## src/rtl/pipe_cache_pkg.sv

```systemverilog
// Shared definitions for the pipelined data cache: FSM state encoding and
// address-split width helpers.
package pipe_cache_pkg;

  typedef enum logic [1:0] {
    IDLE   = 2'd0,
    REFILL = 2'd1,
    WRITE  = 2'd2,
    WDONE  = 2'd3
  } state_e;

  localparam int ADDR_W = 32;
  localparam int BYTE_W = 2;

  function automatic int off_w(input int words);
    return $clog2(words);
  endfunction

  function automatic int idx_w(input int lines);
    return $clog2(lines);
  endfunction

  function automatic int tag_w(input int lines, input int words);
    return ADDR_W - BYTE_W - $clog2(lines) - $clog2(words);
  endfunction

endpackage

```

## src/rtl/pipe_dcache_array.sv

```systemverilog
// Tag/valid/data storage for the direct-mapped data cache: combinational
// read port, single word write port, line-fill tag/valid set.
module pipe_dcache_array
  import pipe_cache_pkg::*;
#(
  parameter int LINES = 16,
  parameter int WORDS = 4,
  parameter int IDX_W = idx_w(LINES),
  parameter int OFF_W = off_w(WORDS),
  parameter int TAG_W = tag_w(LINES, WORDS)
) (
  input  logic             clock,
  input  logic             resetn,
  input  logic [IDX_W-1:0] rd_idx_i,
  input  logic [OFF_W-1:0] rd_off_i,
  output logic             rd_valid_o,
  output logic [TAG_W-1:0] rd_tag_o,
  output logic [31:0]      rd_data_o,
  input  logic             wr_en_i,
  input  logic [IDX_W-1:0] wr_idx_i,
  input  logic [OFF_W-1:0] wr_off_i,
  input  logic [31:0]      wr_data_i,
  input  logic             fill_i,
  input  logic [TAG_W-1:0] fill_tag_i
);

  logic [LINES-1:0] valid_q;
  logic [TAG_W-1:0] tag_q  [LINES];
  logic [31:0]      data_q [LINES][WORDS];

  always_ff @(posedge clock or negedge resetn) begin
    if (!resetn) begin
      valid_q <= '0;
    end else if (fill_i) begin
      valid_q[wr_idx_i] <= 1'b1;
    end
  end

  // Tags and data need no reset: an entry is only consulted while its valid bit is set.
  always_ff @(posedge clock) begin
    if (wr_en_i) data_q[wr_idx_i][wr_off_i] <= wr_data_i;
    if (fill_i)  tag_q[wr_idx_i] <= fill_tag_i;
  end

  assign rd_valid_o = valid_q[rd_idx_i];
  assign rd_tag_o   = tag_q[rd_idx_i];
  assign rd_data_o  = data_q[rd_idx_i][rd_off_i];

endmodule

```

## src/rtl/pipe_dcache_wt.sv

```systemverilog
// Direct-mapped write-through, no-write-allocate data cache for the MEM stage.
// Optional DCACHE_STATS_EN adds hit_count/miss_count outputs.
module pipe_dcache_wt
  import pipe_cache_pkg::*;
#(
  parameter int LINES = 16,
  parameter int WORDS = 4
) (
  input  logic        clock,
  input  logic        resetn,
  input  logic        cpu_re,
  input  logic        cpu_we,
  input  logic [31:0] cpu_addr,
  input  logic [31:0] cpu_wdata,
  output logic [31:0] cpu_rdata,
  output logic        cpu_stall,
  output logic        mem_re,
  output logic        mem_we,
  output logic [31:0] mem_addr,
  output logic [31:0] mem_wdata,
  input  logic [31:0] mem_rdata,
  input  logic        mem_ready
`ifdef DCACHE_STATS_EN
  ,
  output logic [31:0] hit_count,
  output logic [31:0] miss_count
`endif
);

  localparam int OFF_W = off_w(WORDS);
  localparam int IDX_W = idx_w(LINES);
  localparam int TAG_W = tag_w(LINES, WORDS);
  localparam int WA_W  = ADDR_W - BYTE_W;

  state_e           state_q;
  logic [OFF_W-1:0] cnt_q;
  logic [WA_W-1:0]  addr_q;
  logic [31:0]      wdata_q;

  logic [WA_W-1:0]  look_wa;
  logic             rd_valid;
  logic [TAG_W-1:0] rd_tag;
  logic [31:0]      rd_data;
  logic             hit, ld_hit, start_write, start_refill, last_word;
  logic             arr_we, fill;
  logic [OFF_W-1:0] wr_off;
  logic [31:0]      wr_data;
  logic [1:0]       unused_byte_bits;

  assign unused_byte_bits = cpu_addr[1:0];

  // In IDLE the live CPU address is looked up; otherwise the latched one.
  assign look_wa      = (state_q == IDLE) ? cpu_addr[31:2] : addr_q;
  assign hit          = rd_valid && (rd_tag == look_wa[OFF_W+IDX_W +: TAG_W]);
  assign start_write  = (state_q == IDLE) && cpu_we;
  assign ld_hit       = (state_q == IDLE) && !cpu_we && cpu_re && hit;
  assign start_refill = (state_q == IDLE) && !cpu_we && cpu_re && !hit;
  assign last_word    = (cnt_q == OFF_W'(WORDS - 1));

  assign fill    = (state_q == REFILL) && mem_ready && last_word;
  assign arr_we  = mem_ready && ((state_q == REFILL) || ((state_q == WRITE) && hit));
  assign wr_off  = (state_q == REFILL) ? cnt_q : addr_q[OFF_W-1:0];
  assign wr_data = (state_q == REFILL) ? mem_rdata : wdata_q;

  pipe_dcache_array #(
    .LINES(LINES),
    .WORDS(WORDS)
  ) u_array (
    .clock      (clock),
    .resetn     (resetn),
    .rd_idx_i   (look_wa[OFF_W +: IDX_W]),
    .rd_off_i   (look_wa[OFF_W-1:0]),
    .rd_valid_o (rd_valid),
    .rd_tag_o   (rd_tag),
    .rd_data_o  (rd_data),
    .wr_en_i    (arr_we),
    .wr_idx_i   (addr_q[OFF_W +: IDX_W]),
    .wr_off_i   (wr_off),
    .wr_data_i  (wr_data),
    .fill_i     (fill),
    .fill_tag_i (addr_q[OFF_W+IDX_W +: TAG_W])
  );

  always_ff @(posedge clock or negedge resetn) begin
    if (!resetn) begin
      state_q <= IDLE;
      cnt_q   <= '0;
    end else begin
      case (state_q)
        IDLE: begin
          if (start_write) begin
            state_q <= WRITE;
          end else if (start_refill) begin
            state_q <= REFILL;
            cnt_q   <= '0;
          end
        end
        REFILL: begin
          if (mem_ready) begin
            cnt_q <= cnt_q + OFF_W'(1);
            if (last_word) state_q <= IDLE;
          end
        end
        WRITE:   if (mem_ready) state_q <= WDONE;
        default: state_q <= IDLE;
      endcase
    end
  end

  always_ff @(posedge clock) begin
    if (start_write || start_refill) begin
      addr_q  <= cpu_addr[31:2];
      wdata_q <= cpu_wdata;
    end
  end

  // Outputs are forced to zero while reset is asserted, whatever the inputs.
  always_comb begin
    cpu_stall = 1'b0;
    cpu_rdata = '0;
    mem_re    = 1'b0;
    mem_we    = 1'b0;
    mem_addr  = '0;
    mem_wdata = '0;
    if (resetn) begin
      case (state_q)
        IDLE: begin
          cpu_stall = cpu_we || (cpu_re && !hit);
          if (ld_hit) cpu_rdata = rd_data;
        end
        REFILL: begin
          cpu_stall = 1'b1;
          mem_re    = 1'b1;
          mem_addr  = {addr_q[WA_W-1:OFF_W], cnt_q, 2'b00};
        end
        WRITE: begin
          cpu_stall = 1'b1;
          mem_we    = 1'b1;
          mem_addr  = {addr_q, 2'b00};
          mem_wdata = wdata_q;
        end
        default: ;
      endcase
    end
  end

`ifdef DCACHE_STATS_EN
  logic [31:0] hit_q, miss_q;

  always_ff @(posedge clock or negedge resetn) begin
    if (!resetn) begin
      hit_q  <= '0;
      miss_q <= '0;
    end else begin
      if (ld_hit)       hit_q  <= hit_q + 32'd1;
      if (start_refill) miss_q <= miss_q + 32'd1;
    end
  end

  assign hit_count  = hit_q;
  assign miss_count = miss_q;
`endif

endmodule
```

## config.mk

```make
export PLATFORM = sky130hd
export DESIGN_NAME = pipe_dcache_wt
export DESIGN_NICKNAME = d
export VERILOG_FILES = /design/src/rtl/pipe_cache_pkg.sv /design/src/rtl/pipe_dcache_array.sv /design/src/rtl/pipe_dcache_wt.sv
export SDC_FILE = /design/constraint.sdc
export NUM_CORES = 2
export LEC_CHECK = 0
export ABC_AREA = 1
export CORE_ASPECT_RATIO = 1.5
export CORE_MARGIN = 3
export CORE_UTILIZATION = 40
export CTS_CLUSTER_SIZE = 12
export DETAILED_ROUTE_END_ITERATION = 8
export PLACE_DENSITY_LB_ADDON = 0.2
export SETUP_SLACK_MARGIN = 0.5
export SYNTH_ARGS = -nofsm -noshare
export SYNTH_HDL_FRONTEND = slang
export SYNTH_HIERARCHICAL = 1
export SYNTH_SLANG_ARGS = --single-unit
```

## constraint.sdc

```tcl
create_clock -name clock -period 12.1 [get_ports clock]
set_clock_uncertainty 0.05 [all_clocks]
set_input_delay 2.42 -clock clock [delete_from_list [all_inputs] [get_ports clock]]
set_output_delay 2.42 -clock clock [all_outputs]
set_load 0.1 [all_outputs]
```

==> out/qor.yml <==
synth_compound_area_frac: 0.0229
htreeDepth: 4
hold_path_end: "u_array/valid_q[0]"
r2r_start: "state_q[0]"
min-delay-start: "u_array/valid_q[0]"
synthCells: 8520
placed_area_um2: 108000
grt_pass1_vias: 64574
grt_overflow: 0
vias: 66822
yosys.area_share.xor_xnor: 0
cts_tree: "done"
rrSetupSlack_ps: 3690
grt_max_degree: 212
io_buffers: 195
drtIter0Drc: 6574
crit_start: "cpu_addr[5]"
synth_adder_area_share: 0.000614
die_w_um: 418
critPathMaxFanout: 178
synth_top_cell_area_share: 0.735
via_per_inst: 5.59
syn_area_per_cell_um2: 12.0
mostFrequentLayoutCell: "nand2_1"
cts_sinks: 2514
yosys-top-cells-area: "edfxtp_1 74%, nand3_1 9.6%, nand2_1 9.3%, nor2_1 1.4%, o21ai_0 1.3%"
ys_types: 35
die_area_um2: 261000
worst_pin_slew_ps: 1450
cts_setup_buffers: 0
synthMuxAreaShare: 0
finalCritPeriodShare: 0.838
fmaxAchievable_mhz: 98.6
area_growth_pct: 12.3
yosys.area.top_type: "edfxtp_1"
fin_cells: 11953
finalPower_uw: 29500
rsz0062_at_grt: "false"
synth_simple_gate_area_frac: 0.207
critPathRequiredTime_ps: 9630
slew_headroom: 0.0357
regArea_um2: 75400
synth_area_um2: 102000
crit_arrival_ps: 7670
clk_pin_slew_ps: 60
place_inst: 11625
status: "finished, final reports clean"
gp_congestion: 0.829
hold_class: "reg2reg"
fillCellCount: 22665
cts_root_buf: "clkbuf_16"
hold_ws_ps: 415
place_hpwl_um: 161000
synth_edf_count: 2494
pwr_density_cell_nw_per_um2: 258
hold_violations: 0
fin_area_um2: 114000
wl_per_cell_um: 25.3
crit-reg2reg-capture: "u_array/data_q[6][65]"
holdPathStages: 1
die_h_um: 624
placementRows: 226
synth-seq-area-share: 0.740
setup_viol: 0
drc: 0
grt_antenna_before_repair: 5
clock_latency_ps: 880
boundaryPins: 200
p_leak_uw: 0.0393
ys_ff_latch: 2514
initial_utilization: 0.403
ant_nets: 0
ys_async_sr_fraction: 0.00796
final.setup.tns_ps: 0
synth-warning-count: 6
critical_path_class: "in2out"
ctsHoldBuffers: 0
period_needed_ps: 10140
core_area_um2: 253000
slew_violations: 0
peakVddDrop_mv: 0.684
drv_cap: 0
grt_pass1_wl_um: 440000
fin_nets: 8670
cts_buffers: 243
synth_top_family_by_area: "simple AND/OR/NAND/NOR gates"
multi_input_area_um2: 24500
synth_flop_cell: "edfxtp_1"
mostFrequentLayoutCells: "2,527 x nand2_1, 2,494 x edfxtp_1, 1,944 x nand3_1"
gr-usage-all-layers: 0.227
clk_path_buf_depth: 4
startpoint_type: "input pin"
drt-total-wl_um: 303000
reg2reg_depth: 21
drt-pass1-iter-count: 6
cts_resized: 0
endpoint_kind: "output pin"
drive_above_1_share: 0.0733
==> worst max path at each step <==
stage | endpoint | slack (ps)
3_5_place_dp | u_array/data_q[6][65] | 1920
4_1_cts | cpu_stall | 2110
2_1_floorplan | cpu_stall | 2680
3_3_place_gp | u_array/data_q[6][65] | 1890
5_1_grt | cpu_stall | 1690
6_report | cpu_stall | 1960
==> state kept, by name, summed over array words and instances, names as in the netlist <==
name,cells
u_array/tag_q,384
u_array/data_q,2048
wdata_q,32
state_q,2
addr_q,30
u_array/valid_q,16
cnt_q,2
==> stage by stage <==
stage | util | setup WS [ps]
floorplan | - | 2680
global placement | 0.426 | 1890
detailed placement | 0.426 | 1920
CTS | 0.452 | 2110
global route | 0.452 | 1690
finish | 0.452 | 1960
==> worst max-delay path, stage by stage <==
cell and delay (ps):
clkdlybuf4s50_1 480, nand2_1 100, o21ai_4 130, buf_12 760, buf_12 670, o21ai_0 220, o221ai_1 220, o21ai_1 90
o21ai_1 240, nand3_1 150, nand2_1 90, nor2_1 50, nand2_1 60, nor2_1 40, nand3_1 90, nand2_1 140
nand2_4 90, nor2_1 40, nor2_1 130, clkdlybuf4s50_1 1160
==> layout make-up <==
type	instances	area share
antenna	2	0.0000437
clock buffer	301	0.0554
clock inverter	25	0.00184
inverter	108	0.00388
multi-input combinational	5336	0.214
sequential	2514	0.659
tap	3306	0.0362
timing repair buffer	361	0.0293
==> power breakdown <==
group	internal [uW]	switching [uW]
clock	3680	3070
combinational	2760	8980
sequential	10900	123
==> synthesized netlist by cell type, types with 2 or more instances <==
master,n
a21oi_1,10
buf_1,84
buf_2,180
buf_4,52
buf_6,8
clkbuf_1,238
clkinv_1,2
dfrtp_1,20
edfxtp_1,2494
ha_1,5
inv_1,101
inv_2,4
nand2_1,2528
nand2_2,6
nand3_1,1948
nand3b_1,2
nand4_1,5
nor2_1,372
nor2_2,31
nor3_1,12
o211ai_1,18
o21ai_0,269
o21ai_1,18
o221ai_1,40
o22ai_1,55
or2_2,9
==> kinds of logic (layout without fill, tap and decap cells) <==
group | after synthesis | count (layout)
AND/OR/NAND/NOR | 4917 | 4917
flip-flops | 2514 | 2514
buffers and inverters | 671 | 795
AO/OA/AOI/OAI | 412 | 412
adder cells (fa/ha/maj) | 5 | 5
other | 1 | 4
==> metal layers <==
metal  up-vias  share of wire  wire (um)  global-route usage
met5         -       0.000023          7                   0
met1     33577           0.40     120000               0.292
li1      30243              -          -                   -
met3       553          0.065      19800              0.0299
met2      2447           0.50     153000               0.397
met4         2          0.033      10100              0.0748
(Power assumes the default switching activity.)
